===== config.mk =====
export PLATFORM = sky130hd
export DESIGN_NAME = bp_be_long_sched
export DESIGN_NICKNAME = d
export VERILOG_FILES = /design/src/rtl/bp_be_long_sched.sv
export SDC_FILE = /design/constraint.sdc
export NUM_CORES = 1
export LEC_CHECK = 0
export BUFFER_PORTS_ARGS = -buffer_cell sky130_fd_sc_hd__buf_2
export CORE_MARGIN = 5
export CORE_UTILIZATION = 45
export CTS_BUF_LIST = sky130_fd_sc_hd__clkbuf_4 sky130_fd_sc_hd__clkbuf_8 sky130_fd_sc_hd__clkbuf_16
export DETAILED_ROUTE_END_ITERATION = 12
export PLACE_DENSITY = 0.66
export SYNTH_ARGS = -nofsm -noshare
export SYNTH_HDL_FRONTEND = slang
export SYNTH_SLANG_ARGS = --single-unit
export TNS_END_PERCENT = 10

===== constraint.sdc =====
create_clock -name clk_i -period 8.9 [get_ports clk_i]
set_input_delay 1.78 -clock clk_i [delete_from_list [all_inputs] [get_ports clk_i]]
set_output_delay 1.78 -clock clk_i [all_outputs]
set_load 0.005 [all_outputs]

===== src/rtl/bp_be_long_sched.sv =====
// Issue-side scheduler for the iterative long-latency integer pipe: op FIFO, single-outstanding launch, rd scoreboard.
// Optional BP_BE_LONG_SCHED_PERF_EN adds busy-cycle and committed-op counters.
module bp_be_long_sched #(
    parameter int reg_addr_width_p = 5,
    parameter int payload_width_p  = 160,
    parameter int els_p            = 2
) (
    input  logic                        clk_i,
    input  logic                        reset_i,
    input  logic                        req_v_i,
    input  logic [payload_width_p-1:0]  req_payload_i,
    input  logic [reg_addr_width_p-1:0] req_rd_addr_i,
    input  logic                        req_rd_w_v_i,
    output logic                        req_ready_o,
    input  logic                        flush_i,
    output logic                        unit_v_o,
    output logic [payload_width_p-1:0]  unit_payload_o,
    input  logic                        unit_ready_i,
    input  logic                        unit_done_i,
    output logic                        wb_v_o,
    output logic [reg_addr_width_p-1:0] wb_rd_addr_o,
    input  logic [reg_addr_width_p-1:0] chk_addr_i,
    output logic                        hazard_o,
    output logic                        busy_o
`ifdef BP_BE_LONG_SCHED_PERF_EN
    ,
    output logic [31:0]                 perf_busy_cycles_o,
    output logic [31:0]                 perf_ops_o
`endif
);

    // state   | meaning
    // e_idle  | no op in the unit; head of FIFO may launch
    // e_busy  | one op in the unit, its result will commit on done
    // e_drain | in-flight op was flushed; absorb its done without commit
    typedef enum logic [1:0] {e_idle, e_busy, e_drain} state_e;

    localparam int ptr_w_lp = $clog2(els_p);
    localparam int nregs_lp = 1 << reg_addr_width_p;

    state_e                      state_q, state_d;
    logic [ptr_w_lp:0]           wr_ptr_q, wr_ptr_d, rd_ptr_q, rd_ptr_d;
    logic [nregs_lp-1:0]         sb_q, sb_d;
    logic [reg_addr_width_p-1:0] inflight_rd_q, inflight_rd_d;
    logic                        inflight_wv_q, inflight_wv_d;

    logic [payload_width_p-1:0]  pl_mem  [els_p-1:0];
    logic [reg_addr_width_p-1:0] rd_mem  [els_p-1:0];
    logic                        wv_mem  [els_p-1:0];

    logic empty, full, enq, launch, done_busy;
    logic [ptr_w_lp-1:0] wr_idx, rd_idx;

    assign wr_idx = wr_ptr_q[ptr_w_lp-1:0];
    assign rd_idx = rd_ptr_q[ptr_w_lp-1:0];
    assign empty  = (wr_ptr_q == rd_ptr_q);
    assign full   = (wr_ptr_q[ptr_w_lp] != rd_ptr_q[ptr_w_lp]) && (wr_idx == rd_idx);

    assign req_ready_o    = ~full & ~flush_i;
    assign enq            = req_v_i & req_ready_o;
    assign launch         = (state_q == e_idle) & ~empty & unit_ready_i & ~flush_i;
    assign done_busy      = (state_q == e_busy) & unit_done_i;
    assign unit_v_o       = launch;
    assign unit_payload_o = pl_mem[rd_idx];
    assign wb_v_o         = done_busy & inflight_wv_q;
    assign wb_rd_addr_o   = inflight_rd_q;
    assign hazard_o       = (chk_addr_i != '0) & sb_q[chk_addr_i];
    assign busy_o         = ~empty | (state_q != e_idle);

    always_comb begin
        state_d       = state_q;
        wr_ptr_d      = wr_ptr_q + {{ptr_w_lp{1'b0}}, enq};
        rd_ptr_d      = rd_ptr_q + {{ptr_w_lp{1'b0}}, launch};
        inflight_rd_d = inflight_rd_q;
        inflight_wv_d = inflight_wv_q;
        sb_d          = sb_q;

        case (state_q)
            e_idle: if (launch) state_d = e_busy;
            // a done coincident with flush belongs to an older op, so it still commits
            e_busy: begin
                if (unit_done_i)  state_d = e_idle;
                else if (flush_i) state_d = e_drain;
            end
            e_drain: if (unit_done_i) state_d = e_idle;
            default: state_d = e_idle;
        endcase

        if (launch) begin
            inflight_rd_d = rd_mem[rd_idx];
            inflight_wv_d = wv_mem[rd_idx];
        end

        // clear before set so a same-cycle enqueue to the same rd keeps the bit
        if (done_busy && inflight_wv_q) sb_d[inflight_rd_q] = 1'b0;
        if (enq && req_rd_w_v_i && (req_rd_addr_i != '0)) sb_d[req_rd_addr_i] = 1'b1;

        if (flush_i) begin
            wr_ptr_d = '0;
            rd_ptr_d = '0;
            sb_d     = '0;
        end
    end

    always_ff @(posedge clk_i or posedge reset_i) begin
        if (reset_i) begin
            state_q       <= e_idle;
            wr_ptr_q      <= '0;
            rd_ptr_q      <= '0;
            sb_q          <= '0;
            inflight_rd_q <= '0;
            inflight_wv_q <= 1'b0;
        end else begin
            state_q       <= state_d;
            wr_ptr_q      <= wr_ptr_d;
            rd_ptr_q      <= rd_ptr_d;
            sb_q          <= sb_d;
            inflight_rd_q <= inflight_rd_d;
            inflight_wv_q <= inflight_wv_d;
        end
    end

    always_ff @(posedge clk_i) begin
        if (enq) begin
            pl_mem[wr_idx] <= req_payload_i;
            rd_mem[wr_idx] <= req_rd_addr_i;
            wv_mem[wr_idx] <= req_rd_w_v_i;
        end
    end

`ifdef BP_BE_LONG_SCHED_PERF_EN
    logic [31:0] perf_busy_q, perf_busy_d, perf_ops_q, perf_ops_d;

    always_comb begin
        perf_busy_d = perf_busy_q;
        perf_ops_d  = perf_ops_q;
        if ((state_q != e_idle) && (perf_busy_q != 32'hFFFF_FFFF)) perf_busy_d = perf_busy_q + 32'd1;
        if (wb_v_o && (perf_ops_q != 32'hFFFF_FFFF))               perf_ops_d  = perf_ops_q + 32'd1;
    end

    always_ff @(posedge clk_i or posedge reset_i) begin
        if (reset_i) begin
            perf_busy_q <= '0;
            perf_ops_q  <= '0;
        end else begin
            perf_busy_q <= perf_busy_d;
            perf_ops_q  <= perf_ops_d;
        end
    end

    assign perf_busy_cycles_o = perf_busy_q;
    assign perf_ops_o         = perf_ops_q;
`endif

`ifndef SYNTHESIS
    always_ff @(posedge clk_i) begin
        if (!reset_i && (state_q == e_idle)) assert (!unit_done_i);
    end
`endif

endmodule

# After elaboration in Yosys (flattened, before gate mapping)
# Memories as Yosys holds them, arrays and structs flattened. A register that Yosys moved wholly into a read port is not among the register bits.
# Cells that the tools add are included.
dict set report word_totals {
  ram_bits 332
  romBits 0
  input_bits 177
  latchBits 0
  output_inout_bits 170
  memories 3
  reg_bits 38
}
# name depth word_bits rd rd_clocked_by_memory_dff wr line_no
set mem_list {}
lappend mem_list {pl_mem 2 160 1 0 1 47} ;# logic [payload_width_p-1:0] pl_mem [els_p-1:0];
lappend mem_list {rd_mem 2 5 1 1 1 48} ;# logic [reg_addr_width_p-1:0] rd_mem [els_p-1:0];
lappend mem_list {wv_mem 2 1 1 1 1 49} ;# logic wv_mem [els_p-1:0];
dict set report classes {
  eq_ne 8
  multipliers 0
  shifts 0
  mux 18
  div 0
  add_sub_neg 2
  reduce_logical 11
  bitwise_logic 15
  n_lt_le_gt_ge 5
}
# operator n
set op_table {}
lappend op_table {{two-way mux 32 bit} 3}
lappend op_table {{bitwise AND 32 bit} 1}
lappend op_table {{inverter 32 bit} 1}
lappend op_table {{bitwise OR 32 bit} 1}
lappend op_table {{less-than comparator 5 x 6 -> 1 bit, second input constant} 3}
lappend op_table {{two-way mux 2 bit} 6}
lappend op_table {{demux 1 bit (select 5 bit)} 2}
lappend op_table {{greater-or-equal comparator 5 x 1 -> 1 bit, second input constant} 2}
lappend op_table {{nonzero test 5 bit} 2}
lappend op_table {{bitwise AND 1 bit} 8}
lappend op_table {{logical AND 1 bit} 6}
lappend op_table {{case mux 2 bit (3 select lines)} 1}
lappend op_table {{binary-select mux 1 bit (select 5 bit)} 1}
lappend op_table {{two-way mux 1 bit} 5}
lappend op_table {{adder 2 x 1 -> 2 bit} 2}
lappend op_table {{!= test 2 bit, second input constant} 2}
lappend op_table {{!= test 3 bit, second input constant} 1}
lappend op_table {{inverter 1 bit} 3}
lappend op_table {{AND reduction 3 bit} 1}
lappend op_table {{== test 2 x 1 -> 1 bit, second input constant} 1}
lappend op_table {{== test 2 bit} 1}
lappend op_table {{== test 2 bit, second input constant} 1}
lappend op_table {{logical NOT 2 bit} 1}
lappend op_table {{nonzero test 2 bit} 1}
lappend op_table {{other kinds (3)} 3}

# Logic depth before layout (Yosys ltp)
# Gate-level depths: netlist (run 1).
dict set report logic_depth {
  ltp_word 10
  mapped_depth 8
  depth_no_buf 6
}

# Worst setup path before layout (run 1)
# OpenSTA, ideal clock, no wires.
dict set report synth_timing {
  kind {input to register}
  startpoint {input flush_i}
  endpoint {memory pl_mem[1][0], enable pin}
  path_buffers 0
  cell_stages 3
  t_arrival_ps 6096
  required_ps 8352
  path_slack_ps 2256
  path_cell_list {a21oi_1 > and2_1 > ha_1}
}
dict set report synth_between {
  elab_chain_cells 5
}
# element line_no
set synth_lines {}
lappend synth_lines {{start: declaration} 15} ;# input logic flush_i,
lappend synth_lines {{inverter 1 bit} 59} ;# assign req_ready_o = ~full & ~flush_i;
lappend synth_lines {{bitwise AND 1 bit} 59}
lappend synth_lines {{bitwise AND 1 bit} 60} ;# assign enq = req_v_i & req_ready_o;
lappend synth_lines {{two-way mux 1 bit} 124} ;# if (enq) begin
lappend synth_lines {{two-way mux 1 bit (not written as such)} 125} ;# pl_mem[wr_idx] <= req_payload_i;
lappend synth_lines {{end: declaration} 47}
# No other way between the ends.

# Worst setup path in the final report (run 1)
dict set report layout_timing {
  startpoint {input chk_addr_i[1]}
  endpoint {output hazard_o}
}
dict set report layout_between {
  elab_chain_cells 3
}
# element line_no
set layout_lines {}
lappend layout_lines {{start: declaration} 22} ;# input logic [reg_addr_width_p-1:0] chk_addr_i,
lappend layout_lines {{binary-select mux 1 bit (select 5 bit)} 67} ;# assign hazard_o = (chk_addr_i != '0) & sb_q[chk_addr_i];
lappend layout_lines {{two-way mux 1 bit (not written as such)} 67}
lappend layout_lines {{bitwise AND 1 bit *} 67}
lappend layout_lines {{end: declaration} 23} ;# output logic hazard_o,
# Mark *: on every way between the ends. The rest lies on a longest branch, timed or not. The select of a mux whose other input is x is not followed.

==> flow_metrics.tcl, run 1 <==
set metrics [dict create \
    synth_nets 964 \
    die_y_um 189 \
    finalHoldViolCount 0 \
    grt_pass1_vias 8685 \
    yosysSeqAreaShare_pct 77.0 \
    ir_drop_mv 0.189 \
    portBuffers 346 \
    synthArstFlopShare_pct 11.5 \
    place_inst 1503 \
    first_pass_iters 5 \
    fin_crit_ns 5.03 \
    cts_tree "done" \
    rsz0062_at_grt "false" \
    rows 65 \
    stdcell_count 1581 \
    cp.arrival_ns 3.25 \
    tns_ns 0 \
    yosys.area.top_type "edfxtp_1" \
    cts_setup_buffers 0 \
    antenna_found_initial 15 \
    io_pins 347 \
    yosysWarnings 0 \
    place_ws_ns 3.71 \
    p_per_area_nw_per_um2 223 \
    insertion_delay_ns 0.52 \
    fillCellCount 2537 \
    clkSinkCount 375 \
    die-area_um2 35600 \
    cts_max_path_buffers 3 \
    worstPathRequired_ns 7.12 \
    r2r.worst_path.cells 6 \
    yosysMostFrequentCell "edfxtp_1" \
    ys_types 38 \
    syn2layout_area_growth_pct 24.0 \
    grt_max_degree 113 \
    drive_gt1_share_pct 49.9 \
    period_share_pct 56.5 \
    r2r_slack_ns 4.55 \
    start_util_pct 45.5 \
    synth_area_um2 14300 \
    ys_top_cells_by_area "edfxtp_1, mux2_2, dfrtp_1" \
    hold_path_startpoint "inflight_wv_q" \
    slowest_stage "mux4_2" \
    startpoint_type "input pin" \
    dpl.hpwl_um 22400 \
    crit_chain "buf_2 > mux4_2 > o22a_1 > a22oi_1 > o211ai_1 > buf_2" \
    fmax_ghz 0.199 \
    multi_input_area_um2 3120 \
    synth_commonest_cells "edfxtp_1, mux2_2, o21ai_0" \
    critical_path_class "in2out" \
    place_congestion 0.843 \
    setup_ws_ns 3.87 \
    fin_nets 1325 \
    cts_resized 0 \
    grt_pass1_wl_um 50200 \
    seq_area_um2 11000 \
    synth_edf_count 332 \
    finalClockSkew_ns 0.0169 \
    cap_violations 0 \
    r2r-start "rd_ptr_q[0]" \
    worstMarginPinSlew_ns 1.03 \
    synth-seq-cells 375 \
    grtUsageTotal_pct 18.1 \
    clk_pin_slew_ns 0.05 \
    root_buffer "clkbuf_16" \
    reg2reg_to "rd_mem[1][3]" \
    die_x_um 189 \
    max_slew_margin_pct 31.4 \
    h-tree-depth 2 \
    drt-initial-drc-count 446 \
    drv_slew 0 \
    post-route-util_pct 56.4 \
    drc 0 \
    ctsHoldBuffers 0 \
    synth.top_cell.area_share_pct 69.5 \
    leakage_nw 6.68 \
    vias 8049 \
    hold_depth 2 \
    netlist_instances 784 \
    numCtsBuffers 41 \
    yosys_most_used_dff "edfxtp_1" \
    slowest_delay_ns 0.55 \
    cpMostUsedCell "buf_2" \
    hold_end "inflight_wv_q" \
    avgSynthCellArea_um2 18.3 \
    critPathMaxFanout 13 \
    wire_per_inst_um 20.9 \
    gr-total-overflow 0 \
    setup_viol 0 \
    coreArea_um2 31600 \
    vias_per_cell 5.09 \
    cp-end-kind "output port" \
    status "completed" \
    detail-route-antenna-nets 0 \
    hp-class "reg2reg" \
    drt_wl_total_um 33100 \
]
[worst max-delay path by stage]
stage / start / endpoint / slack, ns / cells past startpoint
global route: chk_addr_i[1] / hazard_o / 3.75 / 6
floorplan: flush_i / pl_mem[1][0] / 2.26 / 3
global placement: flush_i / unit_v_o / 3.77 / 5
detailed placement: flush_i / unit_v_o / 3.71 / 5
CTS: flush_i / unit_v_o / 3.72 / 5
finish: chk_addr_i[1] / hazard_o / 3.87 / 6
[power by group]
part           switching, mW  internal (mW)
Combinational          0.179          0.159
Sequential            0.0507           2.00
Clock                  0.646          0.933
[cell type report]
class                   count  share of cell area [%]
clock buffers              52                    6.43
flip-flops and latches    375                    62.1
multi-input cells         365                    17.6
repair buffers            352                    10.1
inverters                  10                   0.211
well taps                 402                    2.83
clock inverters            17                   0.640
diodes                      8                   0.113
[registers in the layout (all words and copies together) (netlist names)]
name / count
inflight_wv_q: 1
sb_q: 31
wb_rd_addr_o: 5
pl_mem: 320
rd_mem: 10
wr_ptr_q: 2
rd_ptr_q: 2
state_q: 2
wv_mem: 2
[through the flow]
stage	hold slack, ns	power [mW]	cell area [um^2]
3_5_place_dp	0.491	2.43	16500
3_3_place_gp	0.475	2.42	16500
4_1_cts	0.505	4.01	17800
6_report	0.500	3.97	17800
2_1_floorplan	0.443	2.25	14300
5_1_grt	0.542	4.13	17800
[routing by layer]
metal  wire length (um)  share of wire, %  up-vias  GRT usage (%)
li1                   -                 -     3767              -
met1              12300                37     3915           21.1
met2              16600                50      280           30.6
met3               3250               9.8       73           7.76
met4                916               2.8       14           5.61
met5                 65              0.20        -              0
[logic make-up (layout without fill, tap and decap cells)]
group | count (synthesis) | count (layout) | share of synthesized area [%]
adders and majority gates | 3 | 3 | 0.262
other | 0 | 8 | 0
and+or+nand+nor | 98 | 98 | 3.81
xor gates and xnor gates | 5 | 5 | 0.305
DFF | 375 | 375 | 77.0
buffers and inverters | 44 | 431 | 1.41
muxes | 178 | 178 | 14.1
AOI/OAI and AO/OA | 81 | 81 | 3.13
[worst max-delay path: cells and delay by family]
family / cells / cell delay [ns]
muxes: 1 / 0.55
AOI/OAI and AO/OA: 3 / 0.49
buffers and inverters: 2 / 0.41
[placed cells by master, fill, tap and decap left out, drive strengths merged, types with 4 or more instances in the layout]
cell and count:
buf 351, edfxtp 332, mux2 161, o21ai 57
clkbuf 53, dfrtp 43, nor2b 25, nand2 19
nor2 16, a21oi 16, mux2i 14, nand3 11
inv 11, clkinv 11, diode 8, nand3b 8
or3b 6, clkinvlp 4
No activity file was read; power rests on OpenSTA's default activity.
==> run 2, diff against run 1 <==
- clock period: 8.9 -> 5.25 ns (I/O delays scaled with it)
==> flow_metrics.tcl, run 2 (synthesized netlist as in run 1, its figures left out) <==
set metrics [dict create \
    setup_ws_ns 1.42 \
    grt.busiest_layer "met2" \
    clkSinkCount 375 \
    grt_pass1_vias 8622 \
    ir_drop_mv 0.289 \
    drv_slew 0 \
    reg2reg_to "pl_mem[1][29]" \
    antenna_found_initial 13 \
    startpoint_type "register" \
    first_pass_iters 4 \
    drt_wl_total_um 32500 \
    numCtsBuffers 41 \
    syn2layout_area_growth_pct 24.7 \
    root_buffer "clkbuf_16" \
    drive_gt1_share_pct 50.0 \
    r2r.worst_path.cells 5 \
    cts_resized 0 \
    vias_per_cell 5.09 \
    multi_input_area_um2 3120 \
    final_common_cell "buf_2" \
    layout_common_cells "buf_2, edfxtp_1, mux2_2" \
    cts_tree "done" \
    worstPathRequired_ns 4.20 \
    p_per_area_nw_per_um2 379 \
    largest_reg_flops 320 \
    crit_buf_inv 2 \
    insertion_delay_ns 0.51 \
    fin_nets 1329 \
    endpoint "unit_v_o" \
    fmax_ghz 0.261 \
    crit_start "rd_ptr_q[0]" \
    io_pins 347 \
    max_slew_margin_pct 19.4 \
    rsz0062_at_grt "false" \
    grt_util_met1_pct 20.1 \
    r2r-start "rd_ptr_q[0]" \
    r2r_slack_ns 2.21 \
    vias 8069 \
    cpLargestDelayFamily "compound AO/OA/AOI/OAI gates" \
    stdcell_count 1585 \
    largest-register "pl_mem" \
    fin_area_um2 17900 \
    finalHoldViolCount 0 \
    cp-end-kind "output port" \
    grt_max_degree 58 \
    slowest_delay_ns 0.96 \
    fillCellCount 2529 \
    setup_viol 0 \
    placed_cell_area_um2 16600 \
    grt.met3_usage_pct 8.02 \
    detail-route-antenna-nets 0 \
    cp.depth 4 \
    period_share_pct 72.9 \
    clk_pin_slew_ns 0.05 \
    cp.arrival_ns 2.78 \
    hp-class "reg2reg" \
    leakage_nw 6.75 \
    h-tree-depth 2 \
    portBuffers 346 \
    drc 0 \
    place_ws_ns 1.60 \
    grt_pass1_wl_um 49400 \
    die_y_um 189 \
    status "completed" \
    finalClockSkew_ns 0.0135 \
    holdWs_ns 0.482 \
    coreArea_um2 31600 \
    critical_path_class "reg2out" \
    grt_util_met2_pct 30.6 \
    crit_chain "xor2_1 > o21ai_0 > inv_1 > buf_2" \
    slowest_stage "o21ai_0" \
    grtUsageTotal_pct 17.9 \
    place_congestion 0.829 \
    cts_setup_buffers 0 \
    wire_per_inst_um 20.5 \
    cap_violations 0 \
    start_util_pct 45.5 \
    place_inst 1508 \
    die_x_um 189 \
    ctsHoldBuffers 0 \
    die-area_um2 35600 \
    rows 65 \
    drt-initial-drc-count 451 \
    fin_crit_ns 3.83 \
    cts_max_path_buffers 3 \
    critPathMaxFanout 41 \
    gr-total-overflow 0 \
    worstMarginPinSlew_ns 1.20 \
    dpl.hpwl_um 22300 \
    reg.largest.list "pl_mem: 320 flops, sb_q: 31 flops, rd_mem: 10 flops" \
    seq_area_um2 11000 \
]
[run 2: where the power goes]
group / leakage (nW) / switching (mW) / internal (mW)
registers: 3.64 / 0.0820 / 3.39
clock network: 0.650 / 1.08 / 1.65
logic: 2.46 / 0.296 / 0.273
[run 2: layout make-up]
class                      instances  area share, %
sequential                       375           61.8
inverter                          10          0.210
antenna                            4         0.0560
clock buffer                      55           6.52
clock inverter                    18          0.770
tap                              402           2.81
multi-input combinational        365           17.5
timing repair buffer             356           10.4
[run 2: through the flow]
step                util (%)  total power [mW]  TNS (ns)
finish                  56.7              6.78         0
global route            56.7              7.06         0
CTS                     56.6              6.86         0
detailed placement      52.5              4.11         0
global placement        52.5              4.10         0
floorplan                  -              3.81   -105.62
[run 2: worst min-delay path, stage by stage (launching register included)]
cell     delay [ns]
dfrtp_1        0.33
nand2_1        0.05
o21ai_0        0.06
[run 2: worst min-delay path by stage]
stage,from,to,slack [ns],depth (start not counted)
2_1_floorplan,inflight_wv_q,inflight_wv_q,0.44,2
3_3_place_gp,inflight_wv_q,inflight_wv_q,0.47,2
3_5_place_dp,inflight_wv_q,inflight_wv_q,0.47,2
4_1_cts,inflight_wv_q,inflight_wv_q,0.49,2
5_1_grt,inflight_wv_q,inflight_wv_q,0.51,2
6_report,inflight_wv_q,inflight_wv_q,0.48,2
[run 2: metal layers]
metal  vias to the layer above  routed length [um]
li1                       3761                   -
met2                       294               16300
met5                         -                  96
met1                      3921               11700
met4                        18                 966
met3                        75                3450
==> run 3, diff against run 2 <==
- clock period: 5.25 -> 3.55 ns (I/O delays scaled with it)
==> flow_metrics.tcl, run 3 (synthesized netlist as in run 1, its figures left out) <==
set metrics [dict create \
    grt_pass1_vias 8757 \
    grt.busiest_layer "met2" \
    place_congestion 0.832 \
    post-route-util_pct 57.1 \
    fin_area_um2 18000 \
    io_pins 347 \
    drv_slew 0 \
    insertion_delay_ns 0.52 \
    drt_wl_total_um 33600 \
    gr-total-overflow 0 \
    antenna_found_initial 18 \
    h-tree-depth 2 \
    cts_max_path_buffers 3 \
    rsz0062_at_grt "false" \
    crit_chain "buf_4 > mux2_2 > buf_2" \
    status "completed" \
    die_y_um 189 \
    critPathMaxFanout 36 \
    vias 8213 \
    drt-initial-drc-count 533 \
    pwr-share-clk_pct 38.7 \
    fin_nets 1341 \
    cts_tree "done" \
    portBuffers 346 \
    final_common_cell "buf_2" \
    numCtsBuffers 39 \
    fin_crit_ns 2.95 \
    finalHoldViolCount 0 \
    largest-register "pl_mem" \
    power_switching_mw 2.14 \
    cts_resized 0 \
    switching_share_pct 21.8 \
    worstPathRequired_ns 2.84 \
    wire_per_inst_um 21.1 \
    reg.largest.list "pl_mem: 320 flops, sb_q: 31 flops, rd_mem: 10 flops" \
    grt_util_met2_pct 31.0 \
    grt_max_degree 81 \
    root_buffer "clkbuf_16" \
    placed_cell_area_um2 16800 \
    p_comb_share_pct 9.0 \
    p_per_area_nw_per_um2 545 \
    worstMarginPinSlew_ns 0.981 \
    fmax_ghz 0.339 \
    cp.arrival_ns 2.24 \
    clk_pin_slew_ns 0.06 \
    holdWs_ns 0.196 \
    finalClockSkew_ns 0.0248 \
    slowest_stage "dfrtp_4" \
    startpoint_type "register" \
    max_slew_margin_pct 34.6 \
    grt.met3_usage_pct 7.74 \
    setup_viol 0 \
    drive_gt1_share_pct 50.8 \
    rows 65 \
    period_share_pct 83.2 \
    leakage_nw 6.81 \
    grt_pass1_wl_um 50600 \
    die-area_um2 35600 \
    first_pass_iters 4 \
    ctsHoldBuffers 0 \
    seq_power_share_pct 52.3 \
    dpl.hpwl_um 23800 \
    detail-route-antenna-nets 0 \
    largest_reg_flops 320 \
    cap_violations 0 \
    critical_path_class "reg2out" \
    clkSinkCount 375 \
    cp-end-kind "output port" \
    die_x_um 189 \
    coreArea_um2 31600 \
    cts_setup_buffers 0 \
    layout_common_cells "buf_2, edfxtp_1, mux2_2" \
    start_util_pct 45.5 \
    grt_util_met1_pct 21.1 \
    vias_per_cell 5.15 \
    drc 0 \
    hp-class "in2async" \
    grtUsageTotal_pct 18.5 \
    ir_drop_mv 0.456 \
    slowest_delay_ns 0.66 \
    p_int_mw 7.68 \
    syn2layout_area_growth_pct 25.6 \
]
[run 3: changes by cell type in the layout (fill, tap and decap cells not counted), sizes merged]
cell    before  now
buf        356  370
clkbuf      55   49
clkinv      14   16
diode        4    6
inv         11   10
[run 3: final timing paths]
| kind | start | endpoint | slack (ns) | cells after the start |
|---|---|---|---|---|
| min in group clk_i | req_payload_i[109] | pl_mem[1][109] | 0.38 | 1 |
| max reg2reg | rd_ptr_q[0] | pl_mem[0][135] | 0.98 | 5 |
| min reg2reg | inflight_wv_q | inflight_wv_q | 0.48 | 2 |
| max in group asynchronous | reset_i | rd_ptr_q[0] | 2.59 | 3 |
| max | rd_ptr_q[0] | unit_payload_o[124] | 0.60 | 3 |
| min | reset_i | sb_q[17] | 0.20 | 2 |
[run 3: layout make-up]
type,instances,area (um^2)
timing repair buffer,370,2100
fill,2532,13500
clock buffer,49,1050
antenna,6,15.0
multi-input combinational,365,3120
sequential,375,11000
tap,402,503
inverter,10,37.5
clock inverter,19,144
[run 3: routing by layer]
layer	wire (um)	share of wire, %
met4	1410	4.2
met3	3400	10
met5	130	0.39
met2	16800	50
met1	11900	35
[run 3: critical path, delay by kind of cell (launching register included)]
family,cells,cell delay [ns]
flops,1,0.66
buf+inv,2,0.63
mux,1,0.42
[run 3: power by group through the flow]
stage	registers, mW	clock network (mW)	logic (mW)
3_3_place_gp	5.22	0	0.887
5_1_grt	5.16	4.11	0.973
2_1_floorplan	5.17	0	0.462
3_5_place_dp	5.23	0	0.900
6_report	5.14	3.80	0.888
4_1_cts	5.14	3.90	0.904
[run 3: per-stage QoR]
step                      TNS (ns)  cells  power (mW)  setup slack, ns
after floorplan             -64.57    784        5.63           -0.203
after global placement           0   1522        6.11            0.646
after detailed placement         0   1522        6.13            0.670
after CTS                        0   1590        9.95            0.535
after global routing             0   1594        10.2            0.487
final                            0   1596        9.83            0.596
